File: config.mk
export PLATFORM = sky130hd
export DESIGN_NAME = tdm_demux4
export DESIGN_NICKNAME = d
export VERILOG_FILES = /design/src/rtl/tdm_pkg.sv /design/src/rtl/tdm_slot_ctr.sv /design/src/rtl/tdm_demux4.sv
export SDC_FILE = /design/constraint.sdc
export NUM_CORES = 1
export LEC_CHECK = 0
export CAP_MARGIN = 25
export CORE_MARGIN = 4
export CORE_UTILIZATION = 28
export DETAILED_ROUTE_END_ITERATION = 8
export SKIP_CTS_REPAIR_TIMING = 1
export SLEW_MARGIN = 40
export SYNTH_ARGS = -nofsm -noshare
export SYNTH_HDL_FRONTEND = slang
export SYNTH_HIERARCHICAL = 1
export SYNTH_SLANG_ARGS = --single-unit
File: constraint.sdc
create_clock -name clk -period 1.4 [get_ports clk]
set_clock_uncertainty 0.2 [all_clocks]
set_input_delay 0.28 -clock clk [delete_from_list [all_inputs] [get_ports clk]]
set_output_delay 0.28 -clock clk [all_outputs]
set_load 0.01 [all_outputs]
File: src/rtl/tdm_pkg.sv
// tdm_pkg: shared TDM framing types used by both the mux-side framer and the demux.
package tdm_pkg;
    localparam int NUM_SLOTS = 4;
    typedef logic [1:0] slot_t;
    typedef enum logic {HUNT = 1'b0, LOCKED = 1'b1} state_t;
endpackage

File: src/rtl/tdm_slot_ctr.sv
// tdm_slot_ctr: 2-bit wrapping slot counter with sync clear, load-to-1 and increment.
module tdm_slot_ctr
    import tdm_pkg::*;
(
    input  logic  clk,
    input  logic  clr,
    input  logic  load1,
    input  logic  inc,
    output slot_t cnt
);
    slot_t cnt_q;
    always_ff @(posedge clk) begin
        if (clr)
            cnt_q <= '0;
        else if (load1)
            cnt_q <= slot_t'(1);
        else if (inc)
            cnt_q <= cnt_q + slot_t'(1);
    end
    assign cnt = cnt_q;
endmodule

File: src/rtl/tdm_demux4.sv
// tdm_demux4: rebuilds four channels from a frame_sync-aligned TDM sample stream,
// staging slots 0..2 and publishing all four together on the slot-3 sample.
module tdm_demux4
    import tdm_pkg::*;
#(
    parameter int WIDTH        = 1,
    parameter bit REQUIRE_SYNC = 1'b1
) (
    input  logic             clk,
    input  logic             rst,
    input  logic [WIDTH-1:0] din,
    input  logic             din_valid,
    input  logic             frame_sync,
    output logic [WIDTH-1:0] ch0,
    output logic [WIDTH-1:0] ch1,
    output logic [WIDTH-1:0] ch2,
    output logic [WIDTH-1:0] ch3,
    output logic             frame_valid,
    output logic [1:0]       sel,
    output logic             locked,
    output logic             sync_err
);
    state_t           state_q, state_d;
    logic [WIDTH-1:0] stg_q [NUM_SLOTS-1];
    logic [WIDTH-1:0] stg_d [NUM_SLOTS-1];
    logic [WIDTH-1:0] ch_q  [NUM_SLOTS];
    logic [WIDTH-1:0] ch_d  [NUM_SLOTS];
    logic             fv_q, fv_d;
    logic             se_q, se_d;
    logic             load1, inc;
    slot_t            sel_q;

    tdm_slot_ctr u_ctr (
        .clk  (clk),
        .clr  (rst),
        .load1(load1),
        .inc  (inc),
        .cnt  (sel_q)
    );

    always_comb begin
        state_d = state_q;
        stg_d   = stg_q;
        ch_d    = ch_q;
        fv_d    = 1'b0;
        se_d    = 1'b0;
        load1   = 1'b0;
        inc     = 1'b0;
        if (din_valid) begin
            if (state_q == HUNT) begin
                if (frame_sync) begin
                    stg_d[0] = din;
                    stg_d[1] = '0;
                    stg_d[2] = '0;
                    load1    = 1'b1;
                    state_d  = LOCKED;
                end
            end else if (frame_sync && sel_q != slot_t'(0)) begin
                // misplaced sync: drop the partial frame and restart at slot 0
                se_d     = 1'b1;
                stg_d[0] = din;
                stg_d[1] = '0;
                stg_d[2] = '0;
                load1    = 1'b1;
            end else if (sel_q == slot_t'(NUM_SLOTS - 1)) begin
                ch_d[0] = stg_q[0];
                ch_d[1] = stg_q[1];
                ch_d[2] = stg_q[2];
                ch_d[3] = din;
                fv_d    = 1'b1;
                inc     = 1'b1;
            end else begin
                stg_d[sel_q] = din;
                inc          = 1'b1;
            end
        end
    end

    always_ff @(posedge clk) begin
        if (rst) begin
            state_q <= REQUIRE_SYNC ? HUNT : LOCKED;
            stg_q   <= '{default: '0};
            ch_q    <= '{default: '0};
            fv_q    <= 1'b0;
            se_q    <= 1'b0;
        end else begin
            state_q <= state_d;
            stg_q   <= stg_d;
            ch_q    <= ch_d;
            fv_q    <= fv_d;
            se_q    <= se_d;
        end
    end

    assign ch0         = ch_q[0];
    assign ch1         = ch_q[1];
    assign ch2         = ch_q[2];
    assign ch3         = ch_q[3];
    assign frame_valid = fv_q;
    assign sync_err    = se_q;
    assign sel         = sel_q;
    assign locked      = (state_q == LOCKED);
endmodule
==> results.cfg, run 1 <==
[die]
initial_utilization_pct = 30.4
fp.dieH_microns = 52.0
core_sq_um = 1780
die_area_sq_um = 2700
rows = 15
die_w_microns = 52.0
ios = 14

[global_routing]
track_usage_pct = 11.4
use_met1_pct = 12.2
antenna_found_initial = 0
grt.met2_usage_pct = 18.0
grt_pass1_vias = 502
met3_usage_pct = 2.87
busiest_layer = met2
gr-total-overflow = 0
grt_max_degree = 10
grt_pass1_wl_microns = 2160

[cts]
cts_tree = done
clk_pin_slew_ns = 0.07
root_buffer = clkbuf_4
clkLatencyLatePin_ns = 0.27
cts_made_buffers = 3
clockBufferDepth = 2
cts_num_sinks = 12
cts_max_level = 1

[sta]
min_period_ns = 1.32
drv_slew = 0
tightest_slew_ns = 0.242
setup_ws_ns = 0.0812
fin_crit_sh_pct = 94.2
finalSetupViolCount = 0
timing.fmax_mhz = 758
slew_headroom_pct = 83.8
finalHoldViolations = 0
rsz0062_at_grt = true

[setup_path]
required_ns = 1.39
path_max_fanout = 7
crit_path_start_kind = register
crit_path_end_kind = register
criticalPathCategory = reg2reg
cp.arrival_ns = 1.31

[finish]
num_antenna_cells = 0
final_cells = 108
areaGrowthSynthToFinish_pct = 59.8
nets = 89
fin_util_pct = 48.6
fill_cells = 187
drive_above_1_share_pct = 28.9

[placed_design]
hpwl_microns = 950
port_buffers = 13
post-place-ws_ns = -0.369
place.gp.congestion = 0.820
post-place-cells = 102

[power_and_ir_drop]
leakagePower_nw = 0.483
intPower_uw = 575
swShare_pct = 23.4
p_comb_share_pct = 16.2
clkPwrFrac_pct = 36.3
power.density_nw_per_um2 = 866
max-vdd-ir-drop_uv = 362
switching_power_uw = 175
seqPwrFrac_pct = 47.4

[hold_path]
worst_hold_path_type = in2reg

[synthesis]
syn-cell-area_sq_um = 542
yosys.area.top_type = dfxtp_1
synth_cell_types = 21
synth_fp_nets = 62
synth.top_cell.area_share_pct = 44.3
synth.avg_cell_area_sq_um = 9.50
ys_ff_latch = 12
synth_cells = 57
netlist_top_cells_area = dfxtp_1 (44%), nand3b_1 (6.9%), a21oi_1 (5.5%)
synth_warnings = 6
yosysSeqAreaShare_pct = 44.3

[drt]
ant_nets = 0
num_vias = 514
firstDrtPassIters = 2
wl_microns = 1320
via_per_inst = 4.76
avgRoutedWirePerCell_microns = 12.2
drc = 0
drt_iter0_markers = 6

[job]
maxCapViolations = 0

[status]
status = complete, no violations
==> worst max-delay path, cell delays in order, from the launching register on <==
cell and delay, ns:
dfxtp_1 0.33, buf_4 0.14, nand2_1 0.10, nor2b_4 0.15, nand3b_1 0.10, a211oi_2 0.22
==> cells by family after synthesis <==
family,Yosys count,share of synthesized area [%]
multiplexers,3,5.54
XOR/XNOR,1,1.62
buffers and inverters,4,2.77
flip-flops,12,44.3
AO/OA/AOI/OAI,17,19.6
AND/OR/NAND/NOR,20,26.1
==> layer usage <==
metal | part of all wire [%] | vias to the layer above
met3 | 4.8 | 5
met1 | 42 | 236
met4 | 4.0 | 0
met5 | 0 | -
met2 | 49 | 13
li1 | - | 260
==> power by group through the flow <==
stage                     registers, mW  clock network, mW  logic, mW
after floorplan                   0.373                  0     0.0410
after global routing              0.357              0.314      0.132
after CTS                         0.354              0.292      0.109
final                             0.356              0.272      0.122
after detailed placement          0.362                  0      0.108
after global placement            0.362                  0      0.108
==> cell usage after synthesis (all sizes together) <==
cell type	number
dfxtp	12
o21ai	7
a21oi	6
nand3b	5
nand2	4
mux2i	3
nor3b	3
clkbuf	2
inv	2
nand4	2
nor2	2
nor3	2
o211ai	2
a211oi	1
a21bo	1
and4	1
nor2b	1
xnor2	1
==> state kept, by name, indices dropped and copies added (netlist names) <==
register,flops
ch0,1
ch3,1
stg_q,3
ch2,1
frame_valid,1
locked,1
sync_err,1
u_ctr/cnt,2
ch1,1
==> through the flow <==
stage / total power [mW] / cell area (sq um) / setup TNS, ns / hold WS, ns
finish: 0.750 / 866 / 0 / 0.200
floorplan: 0.414 / 546 / 0 / 0.142
CTS: 0.755 / 803 / -2.35 / 0.271
global placement: 0.470 / 767 / -2.70 / 0.250
global route: 0.804 / 866 / -0.00326 / 0.226
detailed placement: 0.470 / 767 / -2.97 / 0.259
==> path summary, 6_finish.rpt <==
| kind | end | depth (start not counted) | slack, ns | startpoint |
|---|---|---|---|---|
| max | u_ctr/cnt[1] | 5 | 0.08 | locked |
| min | frame_valid | 3 | 0.20 | frame_sync |
| max reg2reg | u_ctr/cnt[1] | 5 | 0.08 | locked |
| min reg2reg | stg_q[2] | 2 | 0.26 | stg_q[2] |
==> cell type report <==
cell class              count  area [sq um]  area share [%]
clock buffers               4          36.3            4.19
inverters                   2          7.51           0.867
multi-input cells          41           298            34.4
flip-flops and latches     12           245            28.3
well taps                  25          31.3            3.61
repair buffers             24           248            28.6
==> cell usage in the layout (no fill, tap or decap), types with 3 or more instances in the layout <==
master and n:
dlymetal6s2s_1 11, dfxtp_1 10, buf_4 10, a21oi_1 6
o21ai_1 5, nand3b_1 5, nand2_1 4, mux2i_1 3
clkbuf_4 3
No activity file was read; power rests on OpenSTA's default activity.
==> run 2, diff against run 1 <==
CORE_UTILIZATION = 40   (was 28)
PLACE_DENSITY = 0.7   (was not set)
==> results.cfg, run 2 (synthesis results as in run 1) <==
[die]
die_w_microns = 44.8
ios = 14
core_sq_um = 1280
rows = 13
initial_utilization_pct = 42.2
die_area_sq_um = 2010
fp.dieH_microns = 44.8

[power_and_ir_drop]
seqPwrFrac_pct = 47.1
clkPwrFrac_pct = 38.2
p_comb_share_pct = 14.7
switching_power_uw = 187
swShare_pct = 24.9
leakagePower_nw = 0.467
power_uw = 749
max-vdd-ir-drop_uv = 470
intPower_uw = 563
power.density_nw_per_um2 = 902

[sta]
rsz0062_at_grt = false
timing.fmax_mhz = 763
tightest_slew_ns = 0.248
finalSetupViolCount = 0
drv_slew = 0
finalHoldViolations = 0
min_period_ns = 1.31
holdWs_ns = 0.213
setup_ws_ns = 0.0893
fin_crit_sh_pct = 93.6
slew_headroom_pct = 83.5

[status]
status = complete, no violations

[placed_design]
place.gp.congestion = 0.826
post-place-ws_ns = -0.360
port_buffers = 13
hpwl_microns = 880
place_area_sq_um = 747

[job]
maxCapViolations = 0

[setup_path]
criticalPathCategory = reg2reg
path_max_fanout = 5
crit_slowest_cell = dfxtp_4
crit_path_end_kind = register
crit_path_start_kind = register
crit_chain = buf_6, nor3b_4, nor2_1, inv_1, a21oi_1
crit_buf_inv = 2
critPathTopFamily = simple AND/OR/NAND/NOR gates
required_ns = 1.37
cp.arrival_ns = 1.28
worst_path_largest_cell_delay_ns = 0.37

[global_routing]
grt_pass1_wl_microns = 2040
track_usage_pct = 14.1
grt_max_degree = 10
antenna_found_initial = 0
grt_pass1_vias = 470
gr-total-overflow = 0

[drt]
wl_microns = 1180
via_per_inst = 5.28
firstDrtPassIters = 3
drt_iter0_markers = 5
avgRoutedWirePerCell_microns = 12.4
num_vias = 502
ant_nets = 0
drc = 0

[cts]
cts_made_buffers = 3
cts_num_sinks = 12
root_buffer = clkbuf_4
cts_tree = done
cts_max_level = 1
clockBufferDepth = 2
clkLatencyLatePin_ns = 0.28
clk_pin_slew_ns = 0.08

[hold_path]
worst_hold_path_type = in2reg

[finish]
final_common_cell = dlymetal6s2s_1
drive_above_1_share_pct = 26.3
largest_reg_flops = 3
finish.instance_area_sq_um = 831
num_antenna_cells = 0
fin_util_pct = 64.7
nets = 86
largest_register = stg_q
areaGrowthSynthToFinish_pct = 53.3
final_cell_mix = dlymetal6s2s_1 (11), dfxtp_1 (10), a21oi_1 (6), buf_4 (6)
[run 2: path summary, 6_finish.rpt]
| kind | endpoint | slack (ns) | startpoint | cells after the start |
|---|---|---|---|---|
| setup / recovery | u_ctr/cnt[0] | 0.09 | u_ctr/cnt[1] | 5 |
| hold / removal | locked | 0.21 | din_valid | 3 |
| setup reg to reg | u_ctr/cnt[0] | 0.09 | u_ctr/cnt[1] | 5 |
| hold reg to reg | stg_q[2] | 0.27 | stg_q[2] | 2 |
[run 2: area by class of cell]
| type | count | area (sq um) |
|---|---|---|
| inverter | 2 | 7.51 |
| timing repair buffer | 21 | 225 |
| fill | 105 | 454 |
| tap | 15 | 18.8 |
| sequential | 12 | 245 |
| clock buffer | 4 | 36.3 |
| multi-input combinational | 41 | 298 |
[run 2: routing by layer]
layer  vias to the layer above  share of wire (%)  global-route usage [%]
met4                         0                2.2                    10.5
met5                         -                  0                       0
met3                         2                6.4                    2.79
met2                        10                 44                    21.2
met1                       236                 47                    17.8
li1                        254                  -                       -
[run 2: through the flow]
stage                     std cells  setup TNS (ns)
after CTS                        95           -2.31
after global routing             95               0
after detailed placement         91           -2.92
final                            95               0
after floorplan                  57               0
after global placement           91           -2.91
[run 2: power groups by stage]
stage	clock network, mW	registers, mW	logic (mW)
after floorplan	0	0.373	0.0410
after global placement	0	0.362	0.106
after detailed placement	0	0.362	0.107
after CTS	0.292	0.354	0.107
after global routing	0.308	0.355	0.121
final	0.286	0.353	0.110
[run 2: worst min-delay path: stages]
cell,delay [ns]
dlymetal6s2s_1,0.21
a21oi_1,0.10
nor2_1,0.07
